### src/rtl/mem_access_ctrl.sv
// LC-3b memory port load/store sequencer.
// On START the MAR, opcode and store data are latched. The block then strobes
// the memory until MEM_R arrives and returns the loaded word or sign-extended
// byte with a one-cycle DONE pulse. Unaligned word accesses and missing
// ready handshakes end in a one-cycle fault pulse instead.
module mem_access_ctrl #(
  parameter int TIMEOUT_CYCLES = 16,
  parameter int ADDR_W         = 16
) (
  input  logic              CLK,
  input  logic              RESET_N,
  input  logic              START,
  input  logic [1:0]        OP,
  input  logic [ADDR_W-1:0] ADDR_IN,
  input  logic [ADDR_W-1:0] ST_DATA,
  input  logic              MEM_R,
  input  logic [ADDR_W-1:0] MEM_RDATA,
  output logic              MEM_EN,
  output logic [1:0]        MEM_WE,
  output logic [ADDR_W-1:0] MEM_ADDR,
  output logic [ADDR_W-1:0] MEM_WDATA,
  output logic [ADDR_W-1:0] LD_DATA,
  output logic              BUSY,
  output logic              DONE,
  output logic              UNALIGNED,
  output logic              TIMEOUT
);

  // The wait counter only ever needs to hold 0 .. TIMEOUT_CYCLES-1.
  localparam int CNT_W = (TIMEOUT_CYCLES > 1) ? $clog2(TIMEOUT_CYCLES) : 1;
  localparam logic [CNT_W-1:0] CNT_LAST = CNT_W'(TIMEOUT_CYCLES - 1);

  localparam logic [1:0] ST_IDLE   = 2'd0;
  localparam logic [1:0] ST_ACCESS = 2'd1;
  localparam logic [1:0] ST_DONE   = 2'd2;
  localparam logic [1:0] ST_FAULT  = 2'd3;

  // OP[1] selects store, OP[0] selects word width.
  logic [1:0]        state_q, state_d;
  logic [ADDR_W-1:0] mar_q,   mar_d;
  logic [1:0]        op_q,    op_d;
  logic [ADDR_W-1:0] wdata_q, wdata_d;
  logic [CNT_W-1:0]  cnt_q,   cnt_d;
  logic [ADDR_W-1:0] ld_q,    ld_d;
  logic              flt_to_q, flt_to_d;  // 1: timeout fault, 0: unaligned fault

  // Select the addressed byte lane and sign-extend it to a full word.
  function automatic logic [ADDR_W-1:0] byte_sext(input logic hi_lane,
                                                  input logic [ADDR_W-1:0] word);
    logic [7:0] b;
    b = hi_lane ? word[15:8] : word[7:0];
    return {{(ADDR_W-8){b[7]}}, b};
  endfunction

  // Next-state and datapath-capture logic.
  always_comb begin
    state_d  = state_q;
    mar_d    = mar_q;
    op_d     = op_q;
    wdata_d  = wdata_q;
    cnt_d    = cnt_q;
    ld_d     = ld_q;
    flt_to_d = flt_to_q;
    case (state_q)
      ST_IDLE: begin
        if (START) begin
          mar_d   = ADDR_IN;
          op_d    = OP;
          wdata_d = ST_DATA;
          cnt_d   = '0;
          if (OP[0] && ADDR_IN[0]) begin
            state_d  = ST_FAULT;
            flt_to_d = 1'b0;
          end else begin
            state_d = ST_ACCESS;
          end
        end
      end
      ST_ACCESS: begin
        // A ready in the last allowed cycle still completes the access.
        if (MEM_R) begin
          if (!op_q[1]) begin
            ld_d = op_q[0] ? MEM_RDATA : byte_sext(mar_q[0], MEM_RDATA);
          end
          state_d = ST_DONE;
        end else if (cnt_q == CNT_LAST) begin
          state_d  = ST_FAULT;
          flt_to_d = 1'b1;
        end else begin
          cnt_d = cnt_q + 1'b1;
        end
      end
      ST_DONE:  state_d = ST_IDLE;
      ST_FAULT: state_d = ST_IDLE;
      default:  state_d = ST_IDLE;
    endcase
  end

  // State and latched operand registers; reset aborts any access in flight.
  always_ff @(posedge CLK or negedge RESET_N) begin
    if (!RESET_N) begin
      state_q  <= ST_IDLE;
      mar_q    <= '0;
      op_q     <= '0;
      wdata_q  <= '0;
      cnt_q    <= '0;
      ld_q     <= '0;
      flt_to_q <= 1'b0;
    end else begin
      state_q  <= state_d;
      mar_q    <= mar_d;
      op_q     <= op_d;
      wdata_q  <= wdata_d;
      cnt_q    <= cnt_d;
      ld_q     <= ld_d;
      flt_to_q <= flt_to_d;
    end
  end

  // Output decode from registered state only, so the memory side never sees
  // a combinational path from the request inputs.
  always_comb begin
    MEM_EN    = (state_q == ST_ACCESS);
    MEM_ADDR  = {mar_q[ADDR_W-1:1], 1'b0};
    MEM_WE    = 2'b00;
    MEM_WDATA = '0;
    if (MEM_EN && op_q[1]) begin
      if (op_q[0]) begin
        MEM_WE    = 2'b11;
        MEM_WDATA = wdata_q;
      end else begin
        MEM_WE    = mar_q[0] ? 2'b10 : 2'b01;
        MEM_WDATA = ADDR_W'({wdata_q[7:0], wdata_q[7:0]});
      end
    end
    LD_DATA   = ld_q;
    BUSY      = (state_q != ST_IDLE);
    DONE      = (state_q == ST_DONE);
    UNALIGNED = (state_q == ST_FAULT) && !flt_to_q;
    TIMEOUT   = (state_q == ST_FAULT) &&  flt_to_q;
  end

endmodule

### config.mk
export PLATFORM = sky130hd
export DESIGN_NAME = mem_access_ctrl
export DESIGN_NICKNAME = d
export VERILOG_FILES = /design/src/rtl/mem_access_ctrl.sv
export SDC_FILE = /design/constraint.sdc
export NUM_CORES = 1
export LEC_CHECK = 0
export ABC_AREA = 1
export BUFFER_PORTS_ARGS = -buffer_cell sky130_fd_sc_hd__buf_4
export CORE_UTILIZATION = 44
export DETAILED_ROUTE_END_ITERATION = 6
export GPL_ROUTABILITY_DRIVEN = 1
export PLACE_DENSITY = 0.74
export SKIP_CTS_REPAIR_TIMING = 1
export SYNTH_ARGS = -nofsm -noshare
export SYNTH_HDL_FRONTEND = slang
export SYNTH_SLANG_ARGS = --single-unit
### constraint.sdc
create_clock -name CLK -period 1.3 [get_ports CLK]
set_input_delay 0.065 -clock CLK [delete_from_list [all_inputs] [get_ports CLK]]
set_output_delay 0.065 -clock CLK [all_outputs]
set_load 0.03 [all_outputs]
==> results.py, run 1 <==
metrics = {
    "status": {
        "outcome": "finished with violations",
        "violations": "hold timing, setup timing",
    },
    "power_and_ir_drop": {
        "pwr-share-seq_pct": 28.5,
        "ir_worst_vdd_uv": 1550,
        "power.density_nw_per_um2": 2410,
        "p_leak_nw": 2.34,
        "switchingPower_mw": 5.03,
        "pwr-share-clk_pct": 12.4,
        "power_mw": 10.9,
        "p_comb_share_pct": 59.1,
        "netSwitchingFraction_pct": 46.1,
        "internal_power_mw": 5.87,
    },
    "layout": {
        "nFillCells": 466,
        "layout_common_cells": "nand2_1, buf_4, dfrtp_1",
        "drive_gt1_share_pct": 41.6,
        "diodes": 0,
        "layout.area.seq_um2": 1430,
        "synthToLayoutAreaGrowth_pct": 61.1,
        "mostFrequentLayoutCell": "nand2_1",
        "fin_util_pct": 75.2,
        "finish.instance_area_um2": 4530,
        "multiInputGateArea_um2": 1330,
        "fin_nets": 556,
    },
    "cts": {
        "clk_pin_slew_worst_paths_ns": 0.06,
        "root_buffer": "clkbuf_8",
        "cts_tree": "done",
        "numCtsBuffers": 9,
        "clock_latency_ns": 0.33,
        "htreeDepth": 3,
        "clock-sinks": 57,
        "cts_max_path_buffers": 2,
    },
    "timing": {
        "fin_crit_sh_pct": 123,
        "rsz0062_at_grt": "true",
        "final-max-slew-violation-count": 0,
        "whs_ns": -0.0363,
        "fin_crit_ns": 1.60,
        "report.final.hold_viol_count": 7,
        "max_freq_mhz": 625,
        "setup_slack_ns": -0.300,
        "finalSetupViolations": 22,
        "skew_ns": 0.00641,
    },
    "grt": {
        "groute.usage.overall_pct": 23.2,
        "grt_max_degree": 45,
        "grt_pass1_wl_um": 11500,
        "grt_antenna_before_repair": 0,
        "grt_pass1_vias": 2618,
        "grt.overflow.total": 0,
    },
    "place": {
        "place_ws_ns": 0.0184,
        "placed_area_um2": 3830,
        "dp_hpwl_um": 5340,
        "gp_congestion": 0.850,
        "io_buffers": 107,
    },
    "synth": {
        "ys_seq_area_share_pct": 50.7,
        "synth.distinct_cells": 25,
        "syn-num-nets": 413,
        "syn_avg_cell_area_um2": 7.85,
        "ys_ff_latch": 57,
        "syn_area_um2": 2810,
        "ys_warn_count": 0,
        "syn_inst": 358,
    },
    "floorplan": {
        "io_pins": 109,
        "die-area_um2": 6710,
        "die_w_um": 81.9,
        "initial_utilization_pct": 46.7,
        "die_h_um": 81.9,
        "core_um2": 6030,
        "rows": 28,
    },
    "detailed_routing": {
        "drc": 0,
        "routedWlPerCell_um": 14.0,
        "ant_nets": 0,
        "vias_per_cell": 4.90,
        "wl_um": 8080,
        "dr.pass1.iters": 5,
        "vias": 2830,
        "dr.first_iter.drc_count": 96,
    },
    "run": {
        "maxCapViolations": 0,
    },
    "setup_path": {
        "regToRegStartpoint": "state_q[0]$_DFFE_PN0P_",
        "cp_max_fo": 5,
        "cp.arrival_ns": 1.53,
        "worstSetupPathType": "flop to output pin",
        "cp-start-kind": "flop",
        "cp_data_required_time_ns": 1.24,
        "end_kind": "output pin",
        "crit_path_start": "state_q[1]$_DFFE_PN0P_",
    },
    "hold_path": {
        "holdCritStartpoint": "ST_DATA[15]",
        "hp-class": "input pin to flop",
    },
}
-- power by group through the flow --
stage	Sequential (mW)	Combinational [mW]	Clock (mW)
after CTS	3.09	5.67	1.38
after detailed placement	3.10	5.67	0
after floorplan	3.47	3.49	0
final	3.10	6.45	1.35
after global placement	3.07	5.56	0
after global routing	3.19	6.99	1.46
-- per-stage QoR --
| step | instances | hold WS [ns] | TNS, ns |
|---|---|---|---|
| 2_1_floorplan | 358 | -0.231 | -0.574 |
| 3_3_place_gp | 530 | 0.00854 | 0 |
| 3_5_place_dp | 530 | 0.0138 | 0 |
| 4_1_cts | 543 | -0.341 | -5.77 |
| 5_1_grt | 578 | 0.00000433 | -7.13 |
| 6_report | 578 | -0.0363 | -4.99 |
-- cell families after synthesis --
| family | Yosys count | share of synthesized area (%) |
|---|---|---|
| other | 1 | 0.133 |
| adders and majority gates | 1 | 0.445 |
| and+or+nand+nor | 218 | 32.9 |
| AOI/OAI and AO/OA | 30 | 5.56 |
| xor gates and xnor gates | 1 | 0.312 |
| buffers and inverters | 50 | 9.92 |
| DFF | 57 | 50.7 |
-- Yosys cell counts, drive strengths merged --
master,number,area (µm²)
nand2,136,528
dfrtp,57,1430
nand3,37,185
nor2,34,135
buf,24,179
a21oi,20,100
inv,20,77.6
o21ai,9,48.8
or2,8,50.1
clkbuf,6,22.5
nor3,3,26.3
conb,1,3.75
ha,1,12.5
o31ai,1,7.51
xor2,1,8.76
-- layout make-up --
| type | count | share of cell area [%] |
|---|---|---|
| Timing Repair Buffer | 162 | 31.9 |
| Sequential cell | 57 | 31.5 |
| Multi-Input combinational cell | 251 | 29.4 |
| Clock buffer | 12 | 3.20 |
| Tap cell | 75 | 2.07 |
| Inverter | 20 | 1.80 |
| Clock inverter | 1 | 0.110 |
-- layer usage --
layer  share of wire [%]  GRT usage, %  up-vias
met5                   0             0        -
met3                 7.5          8.89       15
met1                  39          26.7     1324
li1                    -             -     1386
met2                  52          39.5      105
met4                 1.7          7.19        0
-- registers in the layout, indices dropped and copies added (netlist names) --
signal	flops
op_q	2
state_q	2
flt_to_q	1
wdata_q	16
mar_q	16
cnt_q	4
LD_DATA	16
-- critical path, stage by stage (launching register included) --
cell        delay (ns)
dfrtp_1           0.40
inv_2             0.10
nand2_4           0.07
clkinvlp_4        0.10
nand2_4           0.09
clkbuf_16         0.19
nor2_4            0.11
buf_6             0.14
-- final timing paths --
check                                           to  slack, ns  cells past startpoint
max in group asynchronous    mar_q[13]$_DFFE_PN0P_       0.60                      3
setup reg to reg              flt_to_q$_DFFE_PN0P_      -0.02                      8
hold reg to reg               mar_q[9]$_DFFE_PN0P_       0.47                      2
min in group asynchronous     cnt_q[3]$_DFFE_PN0P_       0.20                      2
hold / removal             wdata_q[15]$_DFFE_PN0P_      -0.04                      3
setup / recovery                      MEM_WDATA[6]      -0.30                      7
Power figures use the tool's default switching activity.
==> run 2: changes to the inputs <==
- CORE_UTILIZATION: 44 -> 46
- CTS_BUF_LIST: unset -> sky130_fd_sc_hd__clkbuf_4
- PLACE_DENSITY: 0.74 -> 0.77
==> run 2 against run 1 <==
  * Non-clock buffer count increased by 20
  * Utilization increased by 8.8 points
  * Clock-buffer cell count decreased by 3
  * Register-to-register slack got worse by 0.25 ns
  * Total power grew 6.9%
  * The run still ends with hold timing, setup timing left
  * Highest routed layer unchanged
  * Cell area is 9.7% higher
  * Fmax down 12%
  * Worst setup slack got worse by 0.23 ns
  * Combinational power rose by 14%
  * Sequential power up 4%
==> results.py, run 2 (same netlist as run 1, synthesis figures left out) <==
metrics = {
    "place": {
        "dp_cells": 527,
        "gp_congestion": 0.864,
        "io_buffers": 107,
        "placed_area_um2": 3790,
        "dp_hpwl_um": 5180,
        "place_ws_ns": -0.0534,
    },
    "layout": {
        "stdcell_count": 602,
        "synthToLayoutAreaGrowth_pct": 76.7,
        "drive_gt1_share_pct": 47.2,
        "diodes": 0,
        "nFillCells": 340,
        "fin_nets": 577,
        "mostFrequentLayoutCell": "buf_4",
        "layout_common_cells": "buf_4, nand2_1, dfrtp_1",
        "finish.instance_area_um2": 4970,
    },
    "setup_path": {
        "cp-start-kind": "flop",
        "slowest_stage": "dfrtp_1",
        "cp_top_family": "buffers and inverters",
        "cp.arrival_ns": 1.76,
        "slowest_delay_ns": 0.46,
        "cp_max_fo": 6,
        "worstSetupPathType": "flop to output pin",
        "cp_cell_sequence": "inv_2 -> nand2_4 -> clkinvlp_4 -> nand2_4 -> buf_12 -> a21oi_4 -> buf_6",
        "cp_data_required_time_ns": 1.24,
        "cpMostUsedCell": "nand2_4",
        "cp.buffers_inverters": 4,
        "end_kind": "output pin",
    },
    "grt": {
        "busiest_layer": "met2",
        "use_met3_pct": 5.11,
        "grt_pass1_wl_um": 11600,
        "met1_usage_pct": 29.4,
        "groute.usage.overall_pct": 23.9,
        "grt.overflow.total": 0,
        "grt_antenna_before_repair": 0,
        "grt_max_degree": 45,
        "grt_pass1_vias": 2673,
        "gr-usage-met2_pct": 40.1,
    },
    "timing": {
        "fin_crit_sh_pct": 141,
        "finalSetupViolations": 79,
        "final-max-slew-violation-count": 0,
        "totalNegativeSetupSlack_ns": -19.12,
        "setup_slack_ns": -0.528,
        "skew_ns": 0.0135,
        "whs_ns": -0.0127,
        "max_freq_mhz": 547,
        "fin_crit_ns": 1.83,
        "rsz0062_at_grt": "true",
        "report.final.hold_viol_count": 1,
    },
    "detailed_routing": {
        "ant_nets": 0,
        "wl_um": 10400,
        "dr.pass1.iters": 5,
        "vias_per_cell": 5.31,
        "vias": 3195,
        "dr.first_iter.drc_count": 211,
        "drc": 0,
        "routedWlPerCell_um": 17.3,
    },
    "floorplan": {
        "initial_utilization_pct": 47.5,
        "die_w_um": 80.2,
        "io_pins": 109,
        "rows": 28,
        "die-area_um2": 6430,
        "die_h_um": 80.2,
        "core_um2": 5920,
    },
    "run": {
        "maxCapViolations": 0,
    },
    "cts": {
        "cts_max_path_buffers": 2,
        "htreeDepth": 3,
        "cts_tree": "done",
        "clk_pin_slew_worst_paths_ns": 0.11,
        "root_buffer": "clkbuf_4",
        "clock-sinks": 57,
        "clock_latency_ns": 0.42,
        "numCtsBuffers": 9,
    },
    "hold_path": {
        "hp-class": "input pin to flop",
    },
    "status": {
        "outcome": "finished with violations",
        "violations": "hold timing, setup timing",
    },
    "power_and_ir_drop": {
        "ir_worst_vdd_uv": 1650,
        "p_leak_nw": 2.47,
        "power.density_nw_per_um2": 2350,
    },
}
==> run 2: cell count changes in the layout (fill, tap and decap cells not counted), moves of 3 or more <==
| cell | before | now |
|---|---|---|
| dlygate4sd3_1 | 25 | 42 |
| nor2_4 | 12 | 20 |
| o21ai_0 | 7 | 1 |
| o21ai_1 | 1 | 5 |
| a21oi_2 | 3 | 6 |
| clkbuf_16 | 1 | 5 |
| a21oi_1 | 12 | 7 |
| nand2_1 | 124 | 99 |
| clkbuf_8 | 10 | 0 |
| nand2_2 | 8 | 27 |
| nor2_2 | 11 | 2 |
| clkbuf_4 | 0 | 9 |
| nand2_4 | 4 | 9 |
==> run 2: path summary, 6_finish.rpt <==
path | from | end | slack [ns] | depth (start not counted)
min in group asynchronous | RESET_N | LD_DATA[3]$_DFFE_PN0P_ | 0.09 | 2
max reg2reg | state_q[1]$_DFFE_PN0P_ | LD_DATA[10]$_DFFE_PN0P_ | -0.27 | 9
min reg2reg | LD_DATA[14]$_DFFE_PN0P_ | LD_DATA[14]$_DFFE_PN0P_ | 0.48 | 2
max in group asynchronous | RESET_N | state_q[0]$_DFFE_PN0P_ | 0.72 | 3
min | MEM_RDATA[12] | LD_DATA[12]$_DFFE_PN0P_ | -0.01 | 5
max | state_q[1]$_DFFE_PN0P_ | MEM_WDATA[9] | -0.53 | 7
==> run 2: area by class of cell <==
type | instances | area (µm²) | area share, %
Timing Repair inverter | 1 | 11.3 | 0.227
Inverter | 20 | 86.3 | 1.74
Tap cell | 75 | 93.8 | 1.89
Multi-Input combinational cell | 251 | 1520 | 30.5
Sequential cell | 57 | 1430 | 28.7
Clock inverter | 7 | 37.5 | 0.755
Timing Repair Buffer | 182 | 1730 | 34.8
Clock buffer | 9 | 67.6 | 1.36
==> run 2: stage by stage <==
stage,power (mW),utilization (%)
global route,12.2,83.9
floorplan,6.95,-
finish,11.7,83.9
CTS,9.73,65.8
detailed placement,8.69,64.0
global placement,8.54,64.0
==> run 2: per-layer routing <==
layer / up-vias / part of all wire, %
met1: 1519 / 37
li1: 1444 / -
met4: 0 / 3.8
met2: 192 / 51
met5: - / 0
met3: 40 / 8.6
==> run 2: power breakdown <==
group | switching, mW | internal (mW)
clock | 0.721 | 0.369
combinational | 4.41 | 2.92
sequential | 0.668 | 2.57
==> run 2: worst min-delay path, stage by stage <==
cell and delay, ns:
buf_4 0.09, nand2_1 0.04, nand3_1 0.07, nand2_1 0.05
nand2_1 0.05
